[src/rtl/csk_addsub_seq.sv]
// -----------------------------------------------------------------------------
// csk_addsub_seq
//   Multi-cycle add/subtract engine. Computes A+B+Cin (sub=0) or A-B-Cin
//   (sub=1, evaluated as A + ~B + ~Cin). Each clock resolves K result bits
//   through one carry-skip block, and the carry is held in a register between
//   blocks. An operation takes n/K cycles from accept to out_valid.
//
// Ports
//   clk        rising-edge clock
//   rst        asynchronous, active-high reset
//   in_valid   operand bundle valid        in_ready   engine idle, can accept
//   A, B       operands (n bits)           Cin        carry-in / borrow-in
//   sub        0 = add, 1 = subtract
//   out_valid  result valid                out_ready  consumer takes result
//   S          result (n bits)             Cout       carry-out (1 = no borrow)
//   V          two's-complement signed overflow
// -----------------------------------------------------------------------------
`timescale 1ns/1ps
module csk_addsub_seq #(
  parameter int n = 32,
  parameter int K = 4
) (
  input  logic         clk,
  input  logic         rst,
  input  logic         in_valid,
  output logic         in_ready,
  input  logic [n-1:0] A,
  input  logic [n-1:0] B,
  input  logic         Cin,
  input  logic         sub,
  output logic         out_valid,
  input  logic         out_ready,
  output logic [n-1:0] S,
  output logic         Cout,
  output logic         V
);

  localparam int NCH = n / K;
  localparam int CW  = (NCH > 1) ? $clog2(NCH) : 1;
  localparam logic [CW-1:0] LAST_CHUNK = CW'(NCH - 1);

  // Reject parameter combinations that cannot be split into whole blocks.
  if ((K < 1) || (K > n) || ((n % K) != 0)) begin : g_bad_params
    $error("csk_addsub_seq: n must be a positive multiple of K and K <= n");
  end

  typedef enum logic [1:0] {
    ST_IDLE = 2'd0,
    ST_RUN  = 2'd1,
    ST_DONE = 2'd2
  } state_e;

  // One carry-skip block: ripple the sum, but when every bit propagates the
  // block carry-out is taken straight from the block carry-in.
  // Returns {carry_out, sum[K-1:0]}.
  function automatic logic [K:0] csk_block(input logic [K-1:0] a,
                                           input logic [K-1:0] b,
                                           input logic         cin);
    logic [K-1:0] p;
    logic [K-1:0] sum;
    logic         c;
    p = a ^ b;
    c = cin;
    for (int i = 0; i < K; i++) begin
      sum[i] = p[i] ^ c;
      c      = (a[i] & b[i]) | (p[i] & c);
    end
    return {((&p) ? cin : c), sum};
  endfunction

  state_e          state_q,     state_d;
  logic [n-1:0]    a_q,         a_d;
  logic [n-1:0]    b_q,         b_d;       // effective B (inverted for sub)
  logic            carry_q,     carry_d;
  logic [CW-1:0]   cnt_q,       cnt_d;
  logic [n-1:0]    s_q,         s_d;
  logic            cout_q,      cout_d;
  logic            v_q,         v_d;
  logic            in_ready_q,  in_ready_d;
  logic            out_valid_q, out_valid_d;

  logic [K:0]      blk_s;
  logic [K-1:0]    a_chunk_s;
  logic [K-1:0]    b_chunk_s;

  // Operand slice for the block currently being resolved.
  always_comb begin
    a_chunk_s = a_q[int'(cnt_q) * K +: K];
    b_chunk_s = b_q[int'(cnt_q) * K +: K];
    blk_s     = csk_block(a_chunk_s, b_chunk_s, carry_q);
  end

  // Next-state and datapath update for the IDLE/RUN/DONE sequencer.
  always_comb begin
    state_d     = state_q;
    a_d         = a_q;
    b_d         = b_q;
    carry_d     = carry_q;
    cnt_d       = cnt_q;
    s_d         = s_q;
    cout_d      = cout_q;
    v_d         = v_q;
    in_ready_d  = in_ready_q;
    out_valid_d = out_valid_q;

    case (state_q)
      ST_IDLE: begin
        if (in_valid) begin
          a_d        = A;
          b_d        = sub ? ~B : B;
          carry_d    = sub ? ~Cin : Cin;
          cnt_d      = '0;
          state_d    = ST_RUN;
          in_ready_d = 1'b0;
        end else begin
          in_ready_d = 1'b1;
        end
      end
      ST_RUN: begin
        s_d[int'(cnt_q) * K +: K] = blk_s[K-1:0];
        carry_d                   = blk_s[K];
        if (cnt_q == LAST_CHUNK) begin
          cout_d      = blk_s[K];
          // blk_s[K-1] is the new result MSB on the last block.
          v_d         = (a_q[n-1] == b_q[n-1]) && (blk_s[K-1] != a_q[n-1]);
          cnt_d       = '0;
          state_d     = ST_DONE;
          out_valid_d = 1'b1;
        end else begin
          cnt_d = cnt_q + CW'(1);
        end
      end
      ST_DONE: begin
        if (out_ready) begin
          state_d     = ST_IDLE;
          out_valid_d = 1'b0;
          in_ready_d  = 1'b1;
        end else begin
          out_valid_d = 1'b1;
        end
      end
      default: begin
        state_d     = ST_IDLE;
        in_ready_d  = 1'b1;
        out_valid_d = 1'b0;
        cnt_d       = '0;
      end
    endcase
  end

  // State and datapath registers, cleared asynchronously by rst.
  always_ff @(posedge clk or posedge rst) begin
    if (rst) begin
      state_q     <= ST_IDLE;
      a_q         <= '0;
      b_q         <= '0;
      carry_q     <= 1'b0;
      cnt_q       <= '0;
      s_q         <= '0;
      cout_q      <= 1'b0;
      v_q         <= 1'b0;
      in_ready_q  <= 1'b1;
      out_valid_q <= 1'b0;
    end else begin
      state_q     <= state_d;
      a_q         <= a_d;
      b_q         <= b_d;
      carry_q     <= carry_d;
      cnt_q       <= cnt_d;
      s_q         <= s_d;
      cout_q      <= cout_d;
      v_q         <= v_d;
      in_ready_q  <= in_ready_d;
      out_valid_q <= out_valid_d;
    end
  end

  assign in_ready  = in_ready_q;
  assign out_valid = out_valid_q;
  assign S         = s_q;
  assign Cout      = cout_q;
  assign V         = v_q;

endmodule

[config.mk]
export PLATFORM = sky130hd
export DESIGN_NAME = csk_addsub_seq
export DESIGN_NICKNAME = d
export VERILOG_FILES = /design/src/rtl/csk_addsub_seq.sv
export SDC_FILE = /design/constraint.sdc
export NUM_CORES = 1
export LEC_CHECK = 0
export BUFFER_PORTS_ARGS = -buffer_cell sky130_fd_sc_hd__buf_4
export CAP_MARGIN = 20
export CORE_AREA = 2 2 105 107
export DETAILED_ROUTE_END_ITERATION = 12
export DIE_AREA = 0 0 107 109
export GPL_TIMING_DRIVEN = 1
export HOLD_SLACK_MARGIN = 0.02
export MAX_ROUTING_LAYER = met4
export PLACE_DENSITY_LB_ADDON = 0.12
export SKIP_CTS_REPAIR_TIMING = 1
export SYNTH_ARGS = -nofsm -noshare
export SYNTH_HDL_FRONTEND = slang
export SYNTH_SLANG_ARGS = --single-unit
[constraint.sdc]
create_clock -name clk -period 4.7 [get_ports clk]
set_clock_uncertainty 0.05 [all_clocks]
set_input_delay 0.705 -clock clk [delete_from_list [all_inputs] [get_ports clk]]
set_output_delay 0.705 -clock clk [all_outputs]
set_load 0.05 [all_outputs]
==> results.sh, run 1 <==
export IMPL_grt_antenna_before_repair=0
export IMPL_viasPerCell=5.11
export IMPL_crit_required_ns=4.91
export IMPL_cts_made_buffers=9
export IMPL_fin_total_pwr_w=0.00473
export IMPL_nFillCells=916
export IMPL_htreeDepth=3
export IMPL_final_seq_area_um2=2650
export IMPL_path_depth=10
export IMPL_worst_r2r_endpoint="S[19]$_DFFE_PP0P_"
export IMPL_synth_top_area_share_pct=50.5
export IMPL_use_met2_pct=33.2
export IMPL_clock_latency_ns=0.37
export IMPL_hold_violations=0
export IMPL_port_buffers=105
export IMPL_clkTransAtPathRegs_ns=0.10
export IMPL_p_leak_nw=2.83
export IMPL_power_switching_w=0.00217
export IMPL_routed_wl_mm=10.6
export IMPL_start_util_pct=49.0
export IMPL_syn2layout_area_growth_pct=20.4
export IMPL_multi_input_area_um2=2370
export IMPL_max_stage_delay_ns=0.80
export IMPL_synth_top_area_cell="dfrtp_1"
export IMPL_synth_top_cells_by_count="dfrtp_1 (105), nand2_1 (62), mux2_2 (58)"
export IMPL_use_met3_pct=4.66
export IMPL_final_nets=627
export IMPL_vdd_drop_max_mv=0.449
export IMPL_slew_viol_final=0
export IMPL_vias=3509
export IMPL_busiest_layer="met2"
export IMPL_diodes=0
export IMPL_dp_cells=671
export IMPL_setup_worst_path_start_class="flop"
export IMPL_path_cells="inv_1, nand2_1, o22ai_1, a221o_1, fa_1, fa_1, inv_1, fa_1, nor2b_1, mux2_2"
export IMPL_ys_top_cells_by_area="dfrtp_1 (51%), mux2_2 (13%), xnor2_1 (5.4%), nand2_1 (4.5%), o21ai_0 (4.3%)"
export IMPL_core_area_um2=10600
export IMPL_maxSlewHeadroom_pct=38.3
export IMPL_ioPinCount=106
export IMPL_grt_pass1_wl_mm=17.6
export IMPL_rsz0062_at_grt="false"
export IMPL_clk_path_buf_depth=2
export IMPL_hold_path_depth=2
export IMPL_stdcell_count=687
export IMPL_cp_common_cell="fa_1"
export IMPL_yosysSeqAreaShare_pct=51.0
export IMPL_final_min_clock_period_ns=3.71
export IMPL_synth_area_um2=5200
export IMPL_sequentialPowerShare_pct=34.1
export IMPL_avgSynthCellArea_um2=11.7
export IMPL_dieWidth_um=107
export IMPL_hpwl_mm=7.93
export IMPL_drtIter0Drc=111
export IMPL_cp_arrival_ns=3.92
export IMPL_r2r_setup_slack_ns=0.99
export IMPL_layout_drive_gt1_share_pct=36.9
export IMPL_grt_usage_pct=20.1
export IMPL_ant_nets=0
export IMPL_synth_distinct_cells=36
export IMPL_grt_overflow=0
export IMPL_dieArea_um2=11700
export IMPL_power_per_cell_area_nw_per_um2=756
export IMPL_netlist_instances=443
export IMPL_crit_slowest_cell="dfrtp_1"
export IMPL_hold_class="reg2reg"
export IMPL_crit_fanout=14
export IMPL_outcome="finished clean"
export IMPL_synth_nets=528
export IMPL_reg2reg_depth=10
export IMPL_use_met1_pct=25.6
export IMPL_cts_root_buf="clkbuf_8"
export IMPL_place_congestion=0.863
export IMPL_startpoint="cnt_q[1]$_DFFE_PP0P_"
export IMPL_crit_reg2reg_launch="cnt_q[1]$_DFFE_PP0P_"
export IMPL_grt_start_max_net_pins=74
export IMPL_cts_tree="built"
export IMPL_swShare_pct=45.8
export IMPL_finalCritPeriodShare_pct=79.0
export IMPL_placementRows=38
export IMPL_yosysWarnings=0
export IMPL_synth_edf_count=0
export IMPL_crit_end="S[19]$_DFFE_PP0P_"
export IMPL_comb_power_share_pct=54.9
export IMPL_async_reset_ff_share_pct=100
export IMPL_worst_slew_pin_slew_ns=0.922
export IMPL_ys_ff_latch=106
export IMPL_synth_flop_cell="dfrtp_1"
export IMPL_wl_per_cell_um=15.4
export IMPL_dr_pass1_iters=4
export IMPL_tns_ns=0
export IMPL_fmax_mhz=269
export IMPL_p_clk_share_pct=11.0
export IMPL_clock_sinks=106
export IMPL_finalSetupViolCount=0
export IMPL_yosysMostFrequentCell="dfrtp_1"
export IMPL_path_buf_inv=2
export IMPL_path_class="reg2reg"
export IMPL_max_cap_viol_count=0
export IMPL_grt_pass1_vias=3528
export IMPL_critical_path_top_delay_family="adder cells"
export IMPL_die_height_um=109
export IMPL_intPower_w=0.00256
export IMPL_drc=0
export IMPL_cp_end_kind="flop"
[layout by cell type (no fill, tap or decap), drive strengths merged]
| cell | instances |
|---|---|
| mux2i | 11 |
| nor2b | 7 |
| mux2 | 58 |
| clkbuf | 11 |
| mux4 | 8 |
| o22a | 1 |
| nor4b | 1 |
| clkinvlp | 1 |
| xor2 | 1 |
| o22ai | 5 |
| nor3b | 1 |
| clkinv | 3 |
| a31oi | 5 |
| nor3 | 4 |
| nand3 | 5 |
| ha | 11 |
| a221o | 5 |
| a221oi | 4 |
| nand2b | 4 |
| dfrtp | 105 |
| nor2 | 17 |
| a31o | 1 |
| nor4 | 1 |
| o21ai | 46 |
| fa | 4 |
| nand2 | 62 |
| nand4 | 2 |
| inv | 14 |
| xnor2 | 32 |
| buf | 110 |
| a21oi | 6 |
| dfstp | 1 |
[registers in the layout (all words and copies together), names as in the netlist]
name,flops
a_q,32
V,1
carry_q,1
b_q,32
in_ready,1
state_q,2
cnt_q,3
Cout,1
S,32
out_valid,1
[per-layer routing]
layer | wire length (um) | vias to the layer above
met2 | 5270 | 81
met1 | 4800 | 1688
li1 | - | 1732
met3 | 427 | 8
met5 | 0 | -
met4 | 95 | 0
[cells by family after synthesis]
group / count (synthesis) / share of synthesized area [%]
xor gates and xnor gates: 33 / 5.56
buffers and inverters: 35 / 3.34
and+or+nand+nor: 104 / 9.48
DFF: 106 / 51.0
adders and majority gates: 15 / 4.19
AOI/OAI and AO/OA: 73 / 8.25
muxes: 77 / 18.1
[worst register-to-register path, cell delays in order (launching register included)]
cell and delay, ns:
dfrtp_1 0.80, inv_1 0.21, nand2_1 0.19, o22ai_1 0.11, a221o_1 0.30, fa_1 0.44
fa_1 0.38, inv_1 0.08, fa_1 0.57, nor2b_1 0.21, mux2_2 0.27
[worst min path at each step]
stage | slack [ns] | endpoint | start
global route | 0.44 | in_ready$_DFFE_PP1P_ | in_valid
detailed placement | 0.42 | b_q[22]$_DFFE_PP0P_ | b_q[22]$_DFFE_PP0P_
finish | 0.44 | b_q[22]$_DFFE_PP0P_ | b_q[22]$_DFFE_PP0P_
CTS | 0.44 | b_q[22]$_DFFE_PP0P_ | b_q[22]$_DFFE_PP0P_
global placement | 0.41 | S[2]$_DFFE_PP0P_ | S[2]$_DFFE_PP0P_
floorplan | 0.39 | b_q[21]$_DFFE_PP0P_ | b_q[21]$_DFFE_PP0P_
[metrics by stage]
stage | cell area, um2 | util, % | hold slack, ns | worst slack [ns]
final | 6260 | 59.1 | 0.437 | 0.988
after detailed placement | 6080 | 57.4 | 0.418 | 0.977
after floorplan | 5200 | - | 0.394 | 1.16
after global placement | 6080 | 57.4 | 0.412 | 1.09
after global routing | 6260 | 59.1 | 0.442 | 0.729
after CTS | 6260 | 59.1 | 0.441 | 0.963
[final cells by class]
type	instances	share of cell area, %
Clock buffer	11	2.26
Clock inverter	5	0.620
Inverter	13	0.819
Multi-Input combinational cell	302	37.9
Sequential cell	106	42.4
Tap cell	140	2.80
Timing Repair Buffer	110	13.2
[power groups by stage]
stage / clock network (W) / logic (W) / registers, W
final: 0.000522 / 0.00260 / 0.00161
after global routing: 0.000579 / 0.00286 / 0.00168
after CTS: 0.000533 / 0.00263 / 0.00162
after detailed placement: 0 / 0.00262 / 0.00164
after global placement: 0 / 0.00256 / 0.00164
after floorplan: 0 / 0.00154 / 0.00194
Power figures use the tool's default switching activity.
==> inputs of run 2 (changes only) <==
Settings changed: ABC_AREA set to 1, CORE_AREA 2 2 105 107 to 2 2 108 110, DIE_AREA 0 0 107 109 to 0 0 110 112.
Clock period 4.7 ns to 3.2 ns, I/O delays scaled along.
==> run 2 against run 1 <==
  * Register-to-register slack worse by 0.88 ns
  * Via count rose by 31%
  * Sequential cell count unchanged
  * Clock-buffer cell count decreased by 1
  * Sequential share of layout area fell by 3.1 points
  * Critical path depth grew 6
  * Clock power is 140% higher
  * Hold slack worse by 0.27 ns
  * Total power grew 40%
  * Critical endpoint is now S[15]$_DFFE_PP0P_
==> results.sh, run 2 <==
export IMPL_rsz0062_at_grt="true"
export IMPL_yosysSeqAreaShare_pct=48.8
export IMPL_layout_drive_gt1_share_pct=22.8
export IMPL_crit_required_ns=3.42
export IMPL_viasPerCell=5.00
export IMPL_htreeDepth=3
export IMPL_synth_top_area_share_pct=48.3
export IMPL_final_nets=858
export IMPL_grt_overflow=0
export IMPL_fmax_mhz=324
export IMPL_finalSetupViolCount=0
export IMPL_stdcell_count=921
export IMPL_maxSlewHeadroom_pct=52.3
export IMPL_drc=0
export IMPL_finalCritPeriodShare_pct=96.6
export IMPL_final_seq_area_um2=2660
export IMPL_die_height_um=112
export IMPL_wl_per_cell_um=14.0
export IMPL_path_cells="buf_6, buf_4, o21ai_1, nand2_1, nand2_1, nand2_2, fa_2, inv_2, fa_2, fa_1, inv_1, fa_2, nand2_2, nor2_4, nand2_1, o21ai_1"
export IMPL_synth_flop_cell="dfrtp_1"
export IMPL_grt_pass1_wl_mm=21.5
export IMPL_fin_total_pwr_w=0.00662
export IMPL_final_common_cell="nand2_1"
export IMPL_dr_pass1_iters=5
export IMPL_setup_worst_path_start_class="flop"
export IMPL_yosysMostFrequentCell="nand2_1"
export IMPL_worst_slew_pin_slew_ns=0.715
export IMPL_syn2layout_area_growth_pct=24.3
export IMPL_clk_path_buf_depth=2
export IMPL_hold_violations=0
export IMPL_nFillCells=1006
export IMPL_cts_made_buffers=9
export IMPL_tns_ns=0
export IMPL_dieArea_um2=12300
export IMPL_path_class="reg2reg"
export IMPL_core_area_um2=11200
export IMPL_multi_input_area_um2=2500
export IMPL_dp_cells=901
export IMPL_synth_area_um2=5440
export IMPL_routed_wl_mm=12.9
export IMPL_hpwl_mm=9.30
export IMPL_grt_usage_pct=22.8
export IMPL_p_leak_nw=3.35
export IMPL_final_cell_mix="nand2_1 (229), buf_4 (119), dfrtp_1 (104)"
export IMPL_ioPinCount=106
export IMPL_vias=4605
export IMPL_drtIter0Drc=251
export IMPL_power_per_cell_area_nw_per_um2=978
export IMPL_ys_ff_latch=106
export IMPL_hold_class="in2async"
export IMPL_synth_nets=756
export IMPL_synth_distinct_cells=28
export IMPL_yosysWarnings=0
export IMPL_synth_top_cells_by_count="nand2_1 (232), dfrtp_1 (105), o21ai_0 (85)"
export IMPL_grt_antenna_before_repair=0
export IMPL_avgSynthCellArea_um2=8.11
export IMPL_ant_nets=0
export IMPL_critical_path_top_delay_family="adder cells"
export IMPL_grt_start_max_net_pins=82
export IMPL_synth_top_area_cell="dfrtp_1"
export IMPL_dieWidth_um=110
export IMPL_netlist_instances=671
export IMPL_crit_fanout=7
export IMPL_clock_sinks=106
export IMPL_slew_viol_final=0
export IMPL_synth_edf_count=0
export IMPL_cp_end_kind="flop"
export IMPL_port_buffers=105
export IMPL_crit_slowest_cell="fa_2"
export IMPL_max_stage_delay_ns=0.57
export IMPL_outcome="finished clean"
export IMPL_grt_pass1_vias=4530
export IMPL_clock_latency_ns=0.35
export IMPL_place_congestion=0.838
export IMPL_vdd_drop_max_mv=0.775
export IMPL_cts_root_buf="clkbuf_16"
export IMPL_placementRows=39
export IMPL_cts_tree="built"
export IMPL_cp_arrival_ns=3.32
export IMPL_path_buf_inv=4
export IMPL_ys_top_cells_by_area="dfrtp_1 (48%), nand2_1 (16%), o21ai_0 (7.8%), xnor2_1 (5.1%), nor2_1 (3.0%)"
export IMPL_diodes=0
export IMPL_max_cap_viol_count=0
export IMPL_final_min_clock_period_ns=3.09
export IMPL_start_util_pct=48.7
export IMPL_clkTransAtPathRegs_ns=0.07
export IMPL_async_reset_ff_share_pct=100
-- run 2: cell count changes after synthesis, moves of 8 or more --
cell / before / now
nor2_1: 15 / 43
nand3_1: 4 / 22
inv_1: 13 / 32
o211ai_1: 0 / 12
mux4_2: 8 / 0
mux2_2: 58 / 0
o21ai_0: 45 / 85
nand2_1: 62 / 232
mux2i_1: 11 / 0
o21ai_1: 0 / 21
-- run 2: path summary, 6_finish.rpt --
check,from,endpoint,slack [ns],cells past startpoint
setup / recovery,cnt_q[0]$_DFFE_PP0P_,S[15]$_DFFE_PP0P_,0.11,16
hold / removal,rst,a_q[1]$_DFFE_PP0P_,0.17,2
setup reg to reg,cnt_q[0]$_DFFE_PP0P_,S[15]$_DFFE_PP0P_,0.11,16
hold reg to reg,a_q[19]$_DFFE_PP0P_,a_q[19]$_DFFE_PP0P_,0.43,2
max in group asynchronous,rst,in_ready$_DFFE_PP1P_,2.09,3
min in group clk,A[0],a_q[0]$_DFFE_PP0P_,0.29,3
-- run 2: cells by family after synthesis --
| group | Yosys count | synth area share [%] |
|---|---|---|
| flops | 106 | 48.8 |
| xor+xnor | 32 | 5.15 |
| simple gates | 320 | 23.9 |
| compound gates | 127 | 12.3 |
| buf+inv | 71 | 5.86 |
| fa+ha+maj | 15 | 4.00 |
-- run 2: routing by layer --
metal  global-route usage (%)  wire, um  vias up
li1                         -         -     2340
met1                     31.0      6100     2159
met2                     35.1      6110       90
met3                     2.69       450       16
met4                     8.69       208        0
met5                        -         0        -
-- run 2: power by group --
group          switching (W)  total (W)  internal, W
clock network       0.000483    0.00124     0.000761
registers           0.000311    0.00219      0.00188
logic                0.00209    0.00318      0.00109
total                0.00288    0.00662      0.00374
-- run 2: stage by stage --
stage | util (%) | instance area, um2 | setup slack, ns | hold WS (ns)
5_1_grt | 60.5 | 6770 | -0.0322 | 0.227
3_3_place_gp | 56.9 | 6360 | 0.128 | 0.406
3_5_place_dp | 56.9 | 6360 | 0.0471 | 0.415
6_report | 60.5 | 6770 | 0.110 | 0.170
4_1_cts | 59.9 | 6690 | 0.0208 | 0.194
2_1_floorplan | - | 5450 | 0.198 | 0.394
-- run 2: final cells by class --
type	count	area share, %
clock inverter	6	1.55
timing repair buffer	123	14.0
sequential	106	39.3
multi-input combinational	494	36.9
tap	143	2.64
inverter	39	2.22
clock buffer	10	3.38
